[src/rtl/ofm_buf_ctrl_if.sv]
// Stream and buffer-port bundle for the OFM stripe buffer sequencer.
// master = controller side, slave = PE source / buffer / DMA sink side.
interface ofm_buf_ctrl_if;
  logic        in_valid;
  logic [23:0] in_data;
  logic        in_ready;
  logic        buf_ce;
  logic        buf_we;
  logic [11:0] buf_addr;
  logic [23:0] buf_d;
  logic [31:0] buf_q;
  logic        m_valid;
  logic [31:0] m_data;
  logic        m_last;
  logic        m_ready;

  modport master (
    input  in_valid, in_data, buf_q, m_ready,
    output in_ready, buf_ce, buf_we, buf_addr, buf_d, m_valid, m_data, m_last
  );
  modport slave (
    output in_valid, in_data, buf_q, m_ready,
    input  in_ready, buf_ce, buf_we, buf_addr, buf_d, m_valid, m_data, m_last
  );
endinterface

[src/rtl/ofm_buf_ctrl.sv]
// OFM stripe buffer sequencer: writes ROW_LEN packed 3-channel PE results,
// then drains 3*ROW_LEN bytes as 32-bit beats on a valid/ready stream.
module ofm_buf_ctrl #(
  parameter int ROW_LEN = 48
) (
  input  logic clk,
  input  logic rstn,
  input  logic start,
  output logic busy,
  output logic done,
  ofm_buf_ctrl_if.master bus
);
  localparam logic [11:0] WR_END  = 12'(ROW_LEN - 1);
  localparam logic [11:0] RD_LAST = 12'(3 * ROW_LEN - 4);

  typedef enum logic [1:0] {IDLE, WRITE, READ, DONE} state_t;

  state_t      state;
  logic [11:0] wr_cnt;
  logic [11:0] rd_addr;
  logic        in_ready_r, m_valid_r, m_last_r, busy_r, done_r;
  logic        wr_acc;

  // Handshake outputs are registered alongside the state so no input
  // reaches them combinationally.
  always_ff @(posedge clk or negedge rstn) begin
    if (!rstn) begin
      state      <= IDLE;
      wr_cnt     <= '0;
      rd_addr    <= '0;
      in_ready_r <= 1'b0;
      m_valid_r  <= 1'b0;
      m_last_r   <= 1'b0;
      busy_r     <= 1'b0;
      done_r     <= 1'b0;
    end else begin
      done_r <= 1'b0;
      case (state)
        IDLE: if (start) begin
          state      <= WRITE;
          wr_cnt     <= '0;
          busy_r     <= 1'b1;
          in_ready_r <= 1'b1;
        end
        WRITE: if (bus.in_valid) begin
          wr_cnt <= wr_cnt + 12'd1;
          if (wr_cnt == WR_END) begin
            state      <= READ;
            rd_addr    <= '0;
            in_ready_r <= 1'b0;
            m_valid_r  <= 1'b1;
            m_last_r   <= (RD_LAST == 12'd0);
          end
        end
        READ: if (bus.m_ready) begin
          rd_addr  <= rd_addr + 12'd4;
          m_last_r <= (rd_addr + 12'd4 == RD_LAST);
          if (m_last_r) begin
            state     <= DONE;
            m_valid_r <= 1'b0;
            m_last_r  <= 1'b0;
            done_r    <= 1'b1;
          end
        end
        default: begin
          state  <= IDLE;
          busy_r <= 1'b0;
        end
      endcase
    end
  end

  assign wr_acc = in_ready_r & bus.in_valid;

  // Buffer port: write strobes follow in_valid directly; reads are
  // combinational, so m_data is simply the RAM output at rd_addr.
  always_comb begin
    bus.buf_ce   = wr_acc | m_valid_r;
    bus.buf_we   = wr_acc;
    bus.buf_addr = '0;
    bus.buf_d    = '0;
    if (m_valid_r)       bus.buf_addr = rd_addr;
    else if (in_ready_r) bus.buf_addr = wr_cnt;
    if (wr_acc)          bus.buf_d    = bus.in_data;
  end

  assign bus.in_ready = in_ready_r;
  assign bus.m_valid  = m_valid_r;
  assign bus.m_last   = m_last_r;
  assign bus.m_data   = bus.buf_q;
  assign busy         = busy_r;
  assign done         = done_r;
endmodule

[src/flat_wrapper.sv]
// flat-port wrapper written by rule: the top's interface ports become plain ports
module ofm_buf_ctrl_flat 
#(
  parameter int ROW_LEN = 48
)
  (clk, rstn, start, busy, done, bus_in_valid, bus_in_data, bus_buf_q, bus_m_ready, bus_in_ready, bus_buf_ce, bus_buf_we, bus_buf_addr, bus_buf_d, bus_m_valid, bus_m_data, bus_m_last);
  ofm_buf_ctrl_if bus_i ();
  input  logic clk;
  input  logic rstn;
  input  logic start;
  output logic busy;
  output logic done;
  input wire logic [$bits(bus_i.in_valid)-1:0] bus_in_valid;
  input wire logic [$bits(bus_i.in_data)-1:0] bus_in_data;
  input wire logic [$bits(bus_i.buf_q)-1:0] bus_buf_q;
  input wire logic [$bits(bus_i.m_ready)-1:0] bus_m_ready;
  output wire logic [$bits(bus_i.in_ready)-1:0] bus_in_ready;
  output wire logic [$bits(bus_i.buf_ce)-1:0] bus_buf_ce;
  output wire logic [$bits(bus_i.buf_we)-1:0] bus_buf_we;
  output wire logic [$bits(bus_i.buf_addr)-1:0] bus_buf_addr;
  output wire logic [$bits(bus_i.buf_d)-1:0] bus_buf_d;
  output wire logic [$bits(bus_i.m_valid)-1:0] bus_m_valid;
  output wire logic [$bits(bus_i.m_data)-1:0] bus_m_data;
  output wire logic [$bits(bus_i.m_last)-1:0] bus_m_last;
  assign bus_i.in_valid = bus_in_valid;
  assign bus_i.in_data = bus_in_data;
  assign bus_i.buf_q = bus_buf_q;
  assign bus_i.m_ready = bus_m_ready;
  assign bus_in_ready = bus_i.in_ready;
  assign bus_buf_ce = bus_i.buf_ce;
  assign bus_buf_we = bus_i.buf_we;
  assign bus_buf_addr = bus_i.buf_addr;
  assign bus_buf_d = bus_i.buf_d;
  assign bus_m_valid = bus_i.m_valid;
  assign bus_m_data = bus_i.m_data;
  assign bus_m_last = bus_i.m_last;
  ofm_buf_ctrl #(.ROW_LEN(ROW_LEN)) u_core (.clk(clk), .rstn(rstn), .start(start), .busy(busy), .done(done), .bus(bus_i));
endmodule
[config.mk]
export PLATFORM = sky130hd
export DESIGN_NAME = ofm_buf_ctrl_flat
export DESIGN_NICKNAME = d
export VERILOG_FILES = /design/src/rtl/ofm_buf_ctrl_if.sv /design/src/rtl/ofm_buf_ctrl.sv /design/src/flat_wrapper.sv
export SDC_FILE = /design/constraint.sdc
export NUM_CORES = 1
export LEC_CHECK = 0
export BUFFER_PORTS_ARGS = -buffer_cell sky130_fd_sc_hd__buf_4
export CORE_MARGIN = 3
export CORE_UTILIZATION = 48
export CTS_BUF_LIST = sky130_fd_sc_hd__clkbuf_4 sky130_fd_sc_hd__clkbuf_8
export DETAILED_ROUTE_END_ITERATION = 10
export GPL_TIMING_DRIVEN = 0
export PLACE_DENSITY = 0.95
export SLEW_MARGIN = 10
export SYNTH_ARGS = -nofsm -noshare
export SYNTH_HDL_FRONTEND = slang
export SYNTH_SLANG_ARGS = --single-unit
export TNS_END_PERCENT = 20
[constraint.sdc]
create_clock -name clk -period 3.8 [get_ports clk]
set_input_delay 0 -clock clk [delete_from_list [all_inputs] [get_ports clk]]
set_output_delay 0 -clock clk [all_outputs]
set_load 0.01 [all_outputs]
* Word-level counts from Yosys, hierarchy flattened
Index checks and enable logic that the tools add are counted.
Operators by class: reduce and logical (&&, ||, !) cells 10, bitwise gates (word level) 3, muxes and demuxes 32, eq/ne operators 9, add/sub/neg operators 2
Operators with widths (count):
- $mux 12 | 7
- $pmux 12 s2 | 2
- $mux 24 | 1
- $add 12x1->12 const B | 1
- $add 12x3->12 const B | 1
- $eq 12x6->1 const B | 1
- $eq 12x8->1 const B | 1
- $mux 1 | 12
- $mux 2 | 5
- $reduce_and 5->1 | 2
- $pmux 1 s2 | 4
- $reduce_and 4->1 | 2
- $ne 2x2->1 const B | 3
- $pmux 2 s3 | 1
- $ne 2x1->1 const B | 2
- $reduce_bool 2->1 | 2
- $reduce_and 3->1 | 1
- $eq 2x1->1 const B | 1
- $eq 2x2->1 const B | 1
- $logic_not 2->1 | 1
- $reduce_and 2->1 | 1
- $reduce_or 2->1 | 1
- $and 1x1->1 | 1
- $not 1->1 | 1
- $or 1x1->1 | 1
Word-level totals: register bits 31, output and inout port bits 75, word-level logic and storage cells 64

* Logic depth before layout (Yosys ltp)
depth in word-level cells 5, mapped depth 7, gate-level depth less buffers 6

* Worst setup path before layout
Ideal clock, no wire load.
path type register to register, from register u_core.wr_cnt[6], to register u_core.state[1], path slack 1.851 ns, path buffers 0, data required time 3.675 ns, cell stages (with the launch flop) 5, setup time 0.125 ns, arrival time 1.825 ns, cell sequence dfrtp_1 -> or4b_1 -> o31ai_1 -> and3_1 -> mux2_2
Between the ends: longest elaborated chain between the ends 3
Ends and longest elaborated chain:
- from (decl) | RTL line ofm_buf_ctrl.sv:19 | logic [11:0] wr_cnt;
- from (signal assigned) | RTL line ofm_buf_ctrl.sv:46 | wr_cnt <= wr_cnt + 12'd1;
- $eq 12x6->1 | RTL line ofm_buf_ctrl.sv:47 | if (wr_cnt == WR_END) begin
- $ne 2x1->1 (no source line)
- $reduce_and 5->1 (no source line)
- to (signal assigned) | RTL line ofm_buf_ctrl.sv:48 | state <= READ;
- to (signal assigned) | RTL line ofm_buf_ctrl.sv:59 | state <= DONE;
- to (signal assigned) | RTL line ofm_buf_ctrl.sv:66 | state <= IDLE;
- to (decl) | RTL line ofm_buf_ctrl.sv:18 | state_t state;
No other way between the ends. A chain may end at the register's enable or synchronous reset.

* Worst setup path in the final report
from register u_core.state[0], to register u_core.m_last_r, in the netlist u_core.bus.m_last
Between the ends: longest elaborated chain between the ends 3, elaborated cells between the ends (all ways) 8, classes of those cells 5 x eq/ne; 1 x mux; 2 x reduce/logical
Ends and longest elaborated chain:
- from (signal assigned) | RTL line ofm_buf_ctrl.sv:28 | state <= IDLE;
- from (signal assigned) | RTL line ofm_buf_ctrl.sv:40 | state <= WRITE;
- from (signal assigned) | RTL line ofm_buf_ctrl.sv:48
- $eq 2x1->1 / $eq 2x2->1 (equally long branches) | RTL line ofm_buf_ctrl.sv:38 | case (state)
- $ne 2x1->1 (no source line) (tied with other cells)
- $reduce_and 4->1 (no source line)
- to (signal assigned) | RTL line ofm_buf_ctrl.sv:52 | m_last_r <= (RD_LAST == 12'd0);
- to (signal assigned) | RTL line ofm_buf_ctrl.sv:57 | m_last_r <= (rd_addr + 12'd4 == RD_LAST);
- to (decl) | RTL line ofm_buf_ctrl.sv:21 | logic in_ready_r, m_valid_r, m_last_r, busy_r, done_r;
Several ways; a longest one is shown, not always the timed one.

==> reports/metrics.yaml <==
synthToLayoutAreaGrowth_pct: 42.3
rsz0062_at_grt: "no"
yosysSeqAreaShare_pct: 32.4
cts_setup_buffers: 0
drive_above_1_share_pct: 39.5
fin_crit_sh_pct: 64.2
dr.pass1.iters: 4
fp.dieH_um: 74.3
final-hold-violation-count: 0
synthesis.area_um2: 2240
synthDistinctLibCells: 45
row_count: 24
tns_ns: 0
switching_share_pct: 41.9
ir_worst_vdd_mv: 0.227
clock_skew_ns: 0.00493
powerDensity_nw_per_um2: 462
fin_cells: 444
place_ws_ns: 1.49
synth_top_area_share_pct: 32.4
path_class: "flop to flop"
switchingPower_mw: 0.618
critPathCaptureType: "flop"
grt_pass1_vias: 2325
antennaDiodeCount: 0
place_congestion: 0.937
arrival_ns: 2.59
yosysMostFrequentCell: "nand2_1"
clkSinkCount: 29
drt_iter0_drc: 246
start_kind: "flop"
synth-seq-cells: 29
p_leak_nw: 1.59
synth.avg_cell_area_um2: 8.01
clockRootBuffer: "clkbuf_8"
numCtsBuffers: 5
synth_common_cells: "nand2_1, buf_4, dfrtp_1"
clock_latency_ns: 0.29
synth_ff_type: "dfrtp_1"
period_minus_slack_ns: 2.44
dpl.hpwl_um: 5360
comb_power_share_pct: 53.9
yosysTopAreaCell: "dfrtp_1"
fin_ws_ns: 1.36
worst_slew_pin_slew_ns: 0.673
synthTopCellsByArea: "dfrtp_1, buf_4, nand2_1"
track_usage_pct: 25.8
drc: 0
intPower_mw: 0.856
drt.antenna.violating_nets: 0
routed_wl_um: 7000
start_util_pct: 50.5
die-width_um: 74.3
pwr-share-seq_pct: 27.7
viasPerCell: 5.71
grt.overflow.total: 0
clk_pin_slew_ns: 0.06
min_path_type: "primary input to flop"
yosys_warnings: 0
drv_cap: 0
syn_nets: 347
cts_tree: "built"
maxSlewViolCount: 0
synth-async-reset-ratio_pct: 100
synth-edff-count: 0
placed_area_um2: 3080
crit_fanout: 10
vias: 2535
dieArea_um2: 5530
syn_inst: 280
portBuffers: 103
path_buf_inv: 2
status: "complete, no violations"
io_pins: 136
crit_required_ns: 3.95
fin_area_um2: 3190
grt_pass1_wl_um: 11100
slew_headroom_pct: 55.0
crit_chain: "inv_1 > ha_1 > and2_1 > clkbuf_1 > a21oi_1 > or2_1 > o41ai_1"
antenna_found_initial: 0
htreeDepth: 2
cp_slowest_cell: "o41ai_1"
wl_per_cell_um: 15.8
critPathMaxStageDelay_ns: 0.47
max_freq_mhz: 410
setup_viol: 0
nNetsFinal: 459
grt_max_degree: 30
clkPwrFrac_pct: 18.4
cpLargestDelayFamily: "compound AO/OA/AOI/OAI gates"
ctsLongestPathBuffers: 2
place_inst: 435
core_um2: 4440
post_cts_resized: 0
[power groups by stage]
| stage | clock network [mW] | registers [mW] | logic, mW |
|---|---|---|---|
| floorplan | 0 | 0.407 | 0.487 |
| global placement | 0 | 0.410 | 0.750 |
| detailed placement | 0 | 0.413 | 0.778 |
| CTS | 0.270 | 0.409 | 0.788 |
| global route | 0.287 | 0.417 | 0.873 |
| finish | 0.271 | 0.409 | 0.794 |
[final cells by class]
type,count,area (um2)
tap,52,65.1
buffer,48,310
clock buffer,7,90.1
inverter,8,30.0
fill,346,1250
multi-input combinational,195,1180
timing repair buffer,105,793
sequential,29,726
[worst reg2reg max path: stages (launching register included)]
cell,delay (ns)
dfrtp_1,0.40
inv_1,0.09
ha_1,0.25
and2_1,0.15
clkbuf_1,0.37
a21oi_1,0.24
or2_1,0.32
o41ai_1,0.47
[sequential cells by signal (all words and copies together) (netlist names)]
name	count
u_core.bus.m_valid	1
u_core.rd_addr	10
u_core.bus.m_last	1
u_core.wr_cnt	12
u_core.state	2
u_core.busy	1
u_core.done	1
u_core.bus.in_ready	1
[cell families after synthesis]
logic type	synth area share, %
AO/OA/AOI/OAI	17.9
XOR/XNOR	1.56
adder cells (fa/ha/maj)	3.35
buffers and inverters	15.2
flip-flops	32.4
multiplexers	1.00
AND/OR/NAND/NOR	28.7
[cell usage in the layout (no fill, tap or decap), types with 6 or more instances in the layout]
cell type	n
clkbuf_8	6
nand3_1	7
clkbuf_1	13
nand4_1	9
a31oi_1	7
nor2_1	10
buf_4	135
inv_1	8
a21oi_1	9
o21ai_0	23
and2_1	6
and3_1	22
or3_1	9
nand2_1	38
dfrtp_1	29
ha_1	6
[what timing repair did]
action                                 CTS  global route
setup endpoints to repair                0             0
endpoints found under the hold margin   30             0
hold buffers                             2             0
[stage by stage]
| step | power (mW) | hold slack, ns | utilization [%] |
|---|---|---|---|
| 6_report | 1.47 | 0.0498 | 71.8 |
| 5_1_grt | 1.58 | 0.0668 | 71.8 |
| 4_1_cts | 1.47 | 0.0517 | 71.8 |
| 3_5_place_dp | 1.19 | -0.0550 | 69.3 |
| 3_3_place_gp | 1.16 | -0.0564 | 69.3 |
| 2_1_floorplan | 0.894 | -0.296 | - |
[metal layers]
layer | share of wire (%) | up-vias | GRT usage, % | routed length [um]
met5 | 0 | - | 0 | 0
met4 | 1.1 | 0 | 5.14 | 75
met3 | 8.6 | 11 | 5.41 | 600
met2 | 51 | 131 | 44.7 | 3560
met1 | 39 | 1203 | 33.7 | 2760
li1 | - | 1190 | - | -
[worst paths after layout]
check	from	to	slack [ns]	cells after the start
setup / recovery	u_core.state[0]	u_core.bus.m_last	1.36	7
hold / removal	start	u_core.bus.in_ready	0.05	3
setup reg to reg	u_core.state[0]	u_core.bus.m_last	1.36	7
hold reg to reg	u_core.wr_cnt[1]	u_core.wr_cnt[1]	0.53	2
max in group asynchronous	rstn	u_core.rd_addr[9]	3.36	2
min in group asynchronous	rstn	u_core.bus.in_ready	0.17	2
Note: power is estimated with default switching activity, not from simulation.
